## config.mk

```make
export PLATFORM = sky130hd
export DESIGN_NAME = eth_commit_ctrl
export DESIGN_NICKNAME = d
export VERILOG_FILES = /design/src/rtl/eth_commit_ctrl.sv
export SDC_FILE = /design/constraint.sdc
export NUM_CORES = 1
export LEC_CHECK = 0
export ABC_AREA = 1
export BUFFER_PORTS_ARGS = -buffer_cell sky130_fd_sc_hd__buf_4
export CORE_MARGIN = 2
export CORE_UTILIZATION = 47
export DETAILED_ROUTE_END_ITERATION = 7
export GPL_ROUTABILITY_DRIVEN = 0
export PLACE_DENSITY = 0.72
export SLEW_MARGIN = 20
export SYNTH_ARGS = -nofsm -noshare
export SYNTH_HDL_FRONTEND = slang
export SYNTH_SLANG_ARGS = --single-unit
```

## constraint.sdc

```tcl
create_clock -name clk -period 3 [get_ports clk]
set_clock_uncertainty 0.1 [all_clocks]
set_input_delay 0 -clock clk [delete_from_list [all_inputs] [get_ports clk]]
set_output_delay 0 -clock clk [all_outputs]
set_load 0.01 [all_outputs]
```

## src/rtl/eth_commit_ctrl.sv

```systemverilog
// Holds the {addr,data} words of one received frame until the CRC verdict arrives, then
// either replays them as back-to-back bus writes or throws the whole frame away.
module eth_commit_ctrl #(
  parameter int unsigned DEPTH   = 8,
  parameter int unsigned TIMEOUT = 64
) (
  input  logic        clk,
  input  logic        rst,
  input  logic        frame_v,
  input  logic        axiiv,
  input  logic [31:0] axiid,
  input  logic        done,
  input  logic        kill,
  output logic [15:0] bus_addr,
  output logic [15:0] bus_wdata,
  output logic        bus_rw,
  output logic        bus_valid,
  output logic [15:0] commit_cnt,
  output logic [15:0] drop_cnt
);

  localparam int unsigned PW = (DEPTH > 1) ? $clog2(DEPTH) : 1;
  localparam int unsigned CW = PW + 1;
  localparam int unsigned TW = $clog2(TIMEOUT + 1);

  typedef enum logic [1:0] {StIdle, StCollect, StWait, StDrain} state_e;

  state_e      r_state;
  logic        r_frame_q;
  logic        r_ovf;
  logic [CW-1:0] r_wr_ptr;
  logic [CW-1:0] r_rd_ptr;
  logic [TW-1:0] r_timer;
  logic [31:0] r_buf [DEPTH];
  logic [15:0] r_addr, r_wdata, r_commit, r_drop;
  logic        r_valid, r_rw;

  logic          w_start, w_accept, w_full, w_store, w_ovf_nx, w_verdict, w_good;
  logic          w_timeout, w_discard, w_ign;
  logic [CW-1:0] w_cnt_nx;
  logic [31:0]   w_first;
  logic [1:0]    w_drop_inc;

  function automatic logic [15:0] sat_add(input logic [15:0] a, input logic [1:0] b);
    logic [16:0] s;
    s = {1'b0, a} + 17'(b);
    return s[16] ? 16'hFFFF : s[15:0];
  endfunction

  always_comb begin
    w_start    = frame_v & ~r_frame_q;
    w_accept   = (r_state == StCollect) || (r_state == StWait);
    w_full     = (r_wr_ptr == CW'(DEPTH));
    w_store    = w_accept & axiiv & ~w_full;
    w_ovf_nx   = r_ovf | (w_accept & axiiv & w_full);
    w_cnt_nx   = r_wr_ptr + CW'(w_store);
    w_verdict  = done | kill;
    w_good     = done & ~kill & ~w_ovf_nx;
    // A word arriving with the verdict on an empty buffer is itself the first write.
    w_first    = (r_wr_ptr == CW'(0)) ? axiid : r_buf[0];
    w_timeout  = (r_state == StWait) && (r_timer == TW'(TIMEOUT - 1)) && !w_verdict;
    w_discard  = w_accept & ((w_verdict & ~w_good) | w_timeout);
    w_ign      = w_start & (r_state != StIdle);
    w_drop_inc = {1'b0, w_discard} + {1'b0, w_ign};
  end

  always_ff @(posedge clk) begin
    if (w_store) r_buf[r_wr_ptr[PW-1:0]] <= axiid;
  end

  always_ff @(posedge clk) begin
    if (rst) begin
      r_state   <= StIdle;
      r_frame_q <= 1'b0;
      r_ovf     <= 1'b0;
      r_wr_ptr  <= '0;
      r_rd_ptr  <= '0;
      r_timer   <= '0;
      r_addr    <= '0;
      r_wdata   <= '0;
      r_valid   <= 1'b0;
      r_rw      <= 1'b0;
      r_commit  <= '0;
      r_drop    <= '0;
    end else begin
      r_frame_q <= frame_v;
      r_valid   <= 1'b0;
      r_rw      <= 1'b0;
      r_drop    <= sat_add(r_drop, w_drop_inc);
      unique case (r_state)
        StIdle: begin
          if (w_start) begin
            r_state  <= StCollect;
            r_wr_ptr <= '0;
            r_ovf    <= 1'b0;
            r_timer  <= '0;
          end
        end
        StCollect, StWait: begin
          r_wr_ptr <= w_cnt_nx;
          r_ovf    <= w_ovf_nx;
          if (r_state == StWait) r_timer <= r_timer + TW'(1);
          if (w_verdict) begin
            r_state <= StIdle;
            if (w_good) begin
              if (w_cnt_nx == CW'(0)) begin
                r_commit <= sat_add(r_commit, 2'd1);
              end else begin
                r_valid <= 1'b1;
                r_rw    <= 1'b1;
                r_addr  <= w_first[31:16];
                r_wdata <= w_first[15:0];
                if (w_cnt_nx == CW'(1)) begin
                  r_commit <= sat_add(r_commit, 2'd1);
                end else begin
                  r_state  <= StDrain;
                  r_rd_ptr <= CW'(1);
                end
              end
            end
          end else if (w_timeout) begin
            r_state <= StIdle;
          end else if ((r_state == StCollect) && !frame_v) begin
            r_state <= StWait;
            r_timer <= '0;
          end
        end
        StDrain: begin
          r_valid <= 1'b1;
          r_rw    <= 1'b1;
          r_addr  <= r_buf[r_rd_ptr[PW-1:0]][31:16];
          r_wdata <= r_buf[r_rd_ptr[PW-1:0]][15:0];
          if (r_rd_ptr == r_wr_ptr - CW'(1)) begin
            r_state  <= StIdle;
            r_commit <= sat_add(r_commit, 2'd1);
          end else begin
            r_rd_ptr <= r_rd_ptr + CW'(1);
          end
        end
      endcase
    end
  end

  assign bus_addr   = r_addr;
  assign bus_wdata  = r_wdata;
  assign bus_rw     = r_rw;
  assign bus_valid  = r_valid;
  assign commit_cnt = r_commit;
  assign drop_cnt   = r_drop;

endmodule

```

==> flow_summary.html <==
<table>
<tr><th>Metric</th><th>Value</th></tr>
<tr><th colspan="2">Finish</th></tr>
<tr><td>Area growth from synthesis to layout</td><td>19.9%</td></tr>
<tr><td>Area of the multi-input gates</td><td>0.00514 mm^2</td></tr>
<tr><td>Share of post-route cells with drive strength above 1</td><td>0.153</td></tr>
<tr><td>Total area of sequential cells</td><td>0.00944 mm^2</td></tr>
<tr><td>Layout net count</td><td>1768</td></tr>
<tr><td>Filler Cells Inserted</td><td>2600</td></tr>
<tr><td>Design area</td><td>0.0181 mm^2</td></tr>
<tr><td>Final cell utilization of the core</td><td>0.572</td></tr>
<tr><th colspan="2">Synthesis</th></tr>
<tr><td>Synthesized flop and latch total</td><td>343</td></tr>
<tr><td>Per-instance average area after synthesis</td><td>9.62 um^2</td></tr>
<tr><td>Post-synth net total</td><td>1621</td></tr>
<tr><td>EDFF count, synth</td><td>256</td></tr>
<tr><td>Synthesized area</td><td>0.0151 mm^2</td></tr>
<tr><td>Library cells used by synthesis</td><td>44</td></tr>
<tr><td>Sequential area share after synthesis</td><td>0.624</td></tr>
<tr><td>Number of instances in the synthesized netlist</td><td>1570</td></tr>
<tr><td>Number of synthesis warnings</td><td>0</td></tr>
<tr><td>Proportion of synthesized flip-flops having asynchronous set or reset</td><td>0</td></tr>
<tr><td>Prevailing post-synth register cell</td><td>edfxtp_1</td></tr>
<tr><th colspan="2">CTS</th></tr>
<tr><td>Clock Root Buffer</td><td>clkbuf_16</td></tr>
<tr><td>Sinks on the clock net</td><td>343</td></tr>
<tr><td>TritonCTS clock tree</td><td>done</td></tr>
<tr><td>Later-pin clock latency in the skew report</td><td>510 ps</td></tr>
<tr><td>Clk slew on worst S/H paths</td><td>60 ps</td></tr>
<tr><td>Number of H-tree branching levels</td><td>2</td></tr>
<tr><td>Maximum count of clock buffers along a single path</td><td>3</td></tr>
<tr><td>Total CTS buffers</td><td>36</td></tr>
<tr><th colspan="2">STA</th></tr>
<tr><td>Setup violations, final</td><td>0</td></tr>
<tr><td>Pin slew with the least headroom to its limit</td><td>853 ps</td></tr>
<tr><td>Highest clock frequency the design can meet</td><td>359 MHz</td></tr>
<tr><td>Final number of max-transition violations</td><td>0</td></tr>
<tr><td>Worst max-slew margin expressed relative to the limit</td><td>0.432</td></tr>
<tr><td>Worst setup margin</td><td>214 ps</td></tr>
<tr><td>Final period demand of the worst path</td><td>2790 ps</td></tr>
<tr><td>Number of hold violations in the final report</td><td>0</td></tr>
<tr><td>Crit share post-route</td><td>0.929</td></tr>
<tr><td>Hold Worst Slack</td><td>65.7 ps</td></tr>
<tr><th colspan="2">Die</th></tr>
<tr><td>Die height</td><td>183 um</td></tr>
<tr><td>Std cell rows</td><td>65</td></tr>
<tr><td>I/O pin total</td><td>104</td></tr>
<tr><td>Area of the die</td><td>0.0336 mm^2</td></tr>
<tr><td>Core region area</td><td>0.0316 mm^2</td></tr>
<tr><td>Starting density of the core</td><td>0.477</td></tr>
<tr><td>Die X</td><td>183 um</td></tr>
<tr><th colspan="2">Routing</th></tr>
<tr><td>Overall via count from detail_route</td><td>11700</td></tr>
<tr><td>Routed via count divided by cell count</td><td>5.48</td></tr>
<tr><td>Count of TritonRoute iterations in the first routing pass</td><td>6</td></tr>
<tr><td>Uppermost signal routing layer after detailed routing</td><td>met4</td></tr>
<tr><td>Number of violations reported at the end of detailed-routing iteration 0</td><td>1139</td></tr>
<tr><td>Routed metal-1 wire length</td><td>15600 um</td></tr>
<tr><td>Residual antenna-violating net count after detailed routing</td><td>0</td></tr>
<tr><td>Met2 WL post-DR</td><td>18900 um</td></tr>
<tr><td>Post-route DRC</td><td>0</td></tr>
<tr><td>DRT Wirelength</td><td>38200 um</td></tr>
<tr><td>Sum of met3 wire segment lengths after detailed routing</td><td>2740 um</td></tr>
<tr><td>WL per Instance</td><td>17.8 um</td></tr>
<tr><th colspan="2">Place</th></tr>
<tr><td>Port Buffers</td><td>103</td></tr>
<tr><td>Post-placement setup slack</td><td>-21.5 ps</td></tr>
<tr><td>Estimated wirelength of the detail-placed design</td><td>21900 um</td></tr>
<tr><td>Post-Place Cell Area</td><td>0.0165 mm^2</td></tr>
<tr><th colspan="2">Min path</th></tr>
<tr><td>Type of the tightest min-delay check</td><td>in2reg</td></tr>
<tr><th colspan="2">GRT</th></tr>
<tr><td>Number of antenna violations at the first check in global routing</td><td>1</td></tr>
<tr><td>Maximum number of pins on one net before global-route repair</td><td>65</td></tr>
<tr><td>GRT Util Overall</td><td>0.227</td></tr>
<tr><td>Global-route wire length before repair</td><td>59900 um</td></tr>
<tr><td>GRT overflow</td><td>0</td></tr>
<tr><td>Number of global-route vias before repair</td><td>11200</td></tr>
<tr><th colspan="2">Setup path</th></tr>
<tr><td>Biggest cell delay along the critical path</td><td>340 ps</td></tr>
<tr><td>Worst path buffer plus inverter count</td><td>3</td></tr>
<tr><td>Slowest stage cell, crit path</td><td>dfxtp_2</td></tr>
<tr><td>FF-to-FF setup slack</td><td>210 ps</td></tr>
<tr><td>Critical Path Start Type</td><td>flip-flop</td></tr>
<tr><td>Cell family with most CP delay</td><td>simple AND/OR/NAND/NOR gates</td></tr>
<tr><td>Kind of end point of the critical path</td><td>flip-flop</td></tr>
<tr><td>Required time of the critical path</td><td>3310 ps</td></tr>
<tr><td>Worst setup path class</td><td>reg2reg</td></tr>
<tr><td>Critical Path Most Common Cell</td><td>nand2_1</td></tr>
<tr><td>Critical Path AT</td><td>3090 ps</td></tr>
<tr><td>Cell-by-cell trace of the critical path</td><td>inv_2 -&gt; ha_2 -&gt; nand2_1 -&gt; nor3_2 -&gt; nand3b_1 -&gt; nand2_1 -&gt; inv_1 -&gt; nor2_4 -&gt; fa_2 -&gt; ha_4 -&gt; nand3_2 -&gt; nor2_2 -&gt; nand4_1 -&gt; nor2_2 -&gt; nand2_1 -&gt; nand2_1 -&gt; nand2_1 -&gt; o21ai_2 -&gt; inv_1</td></tr>
<tr><td>Critical path fanouts, max</td><td>4</td></tr>
<tr><th colspan="2">Power and ir drop</th></tr>
<tr><td>Total power consumption of the routed design</td><td>13.8 mW</td></tr>
<tr><td>Static Leak</td><td>6.95 nW</td></tr>
<tr><td>Maximum ir drop on the vdd rail</td><td>426 uV</td></tr>
<tr><td>Power per Cell Area</td><td>761 mW/mm^2</td></tr>
<tr><th colspan="2">Run status</th></tr>
<tr><td>Run status</td><td>completed</td></tr>
<tr><th colspan="2">Run</th></tr>
<tr><td>Max-cap violations</td><td>0</td></tr>
</table>
## metal layers
| metal | vias to the layer above | track usage |
|---|---|---|
| li1 | 5610 | - |
| met3 | 73 | 0.0308 |
| met5 | - | 0 |
| met4 | 0 | 0.0758 |
| met2 | 473 | 0.387 |
| met1 | 5592 | 0.299 |
## sequential cells by signal, indices dropped and copies added, names as in the netlist, named ones only
name / count
r_frame_q: 1
bus_rw: 1
bus_addr: 16
r_wr_ptr: 4
r_state: 2
commit_cnt: 16
drop_cnt: 16
r_buf: 256
r_rd_ptr: 4
r_ovf: 1
bus_wdata: 16
r_timer: 7
## cell type report
type	instances	share of cell area
well taps	402	0.0278
flip-flops and latches	343	0.521
repair buffers	192	0.0905
inverters	65	0.0137
multi-input cells	1079	0.284
clock inverters	13	0.00912
clock buffers	49	0.0536
diodes	1	0.000138
## repair_timing
action                     4_1_cts  5_1_grt
resized for setup                0       20
buffers inserted                 2        5
setup endpoints to repair        2       53
hold endpoints to repair       329        0
hold buffers                    39        0
pin swaps                        1       11
## stage by stage
step / cells / TNS (ps)
floorplan: 1570 / -27200
global placement: 2035 / 0
detailed placement: 2035 / -21.5
CTS: 2138 / 0
global route: 2144 / -8.11
finish: 2144 / 0
## worst reg2reg max path, cell delays in order (launching register included)
cell,delay [ps]
dfxtp_2,340
inv_2,80
ha_2,180
nand2_1,70
nor3_2,200
nand3b_1,130
nand2_1,110
inv_1,80
nor2_4,100
fa_2,230
ha_4,150
nand3_2,90
nor2_2,140
nand4_1,150
nor2_2,180
nand2_1,90
nand2_1,60
nand2_1,50
o21ai_2,110
inv_1,50
## synthesized netlist by cell type, drive strengths merged, types with 2 or more instances
master	n	area, um^2
nand2	458	1760
edfxtp	256	7690
nand3	251	1290
nor2	158	624
o21ai	101	505
dfxtp	87	1740
inv	65	246
buf	60	314
a21oi	39	210
clkbuf	23	86.3
ha	12	150
nand4	12	81.3
xor2	11	96.3
xnor2	9	78.8
nor3	8	61.3
or2	7	43.8
nand3b	4	30.0
a31oi	2	12.5
o21bai	2	26.3
## layout by cell type, fill, tap and decap left out, drive strengths merged, types with 11 or more instances in the layout
master | netlist | layout
nand2 | 458 | 458
edfxtp | 256 | 256
nand3 | 251 | 251
nor2 | 158 | 158
buf | 60 | 153
o21ai | 101 | 101
dfxtp | 87 | 87
inv | 65 | 64
clkbuf | 23 | 49
dlygate4sd3 | 0 | 39
a21oi | 39 | 39
nand4 | 12 | 12
ha | 12 | 12
xor2 | 11 | 11
## logic make-up (layout without fill, tap and decap cells)
kind of cell,count (synthesis),count (layout),share of synthesized area
buf+inv,148,319,0.0428
fa+ha+maj,13,13,0.0113
simple gates,899,899,0.258
other cells,0,1,0
mux,1,1,0.000746
xor+xnor,20,20,0.0116
flops,343,343,0.624
compound gates,146,146,0.0510
## power by group
group	leakage [nW]	internal, mW	total, mW	switching [mW]
Combinational	3.38	1.27	3.78	2.51
Sequential	3.02	5.45	5.64	0.193
Clock	0.553	2.61	4.36	1.75
## final timing paths
check | depth (start not counted) | endpoint | from
max | 19 | drop_cnt[14]$_SDFF_PP0_ | r_state[0]$_SDFFE_PP0P_
min | 8 | bus_rw$_SDFF_PP0_ | axiiv
max reg2reg | 19 | drop_cnt[14]$_SDFF_PP0_ | r_state[0]$_SDFFE_PP0P_
min reg2reg | 2 | r_timer[6]$_SDFFE_PP0P_ | r_timer[6]$_SDFFE_PP0P_
(Power assumes the default switching activity.)
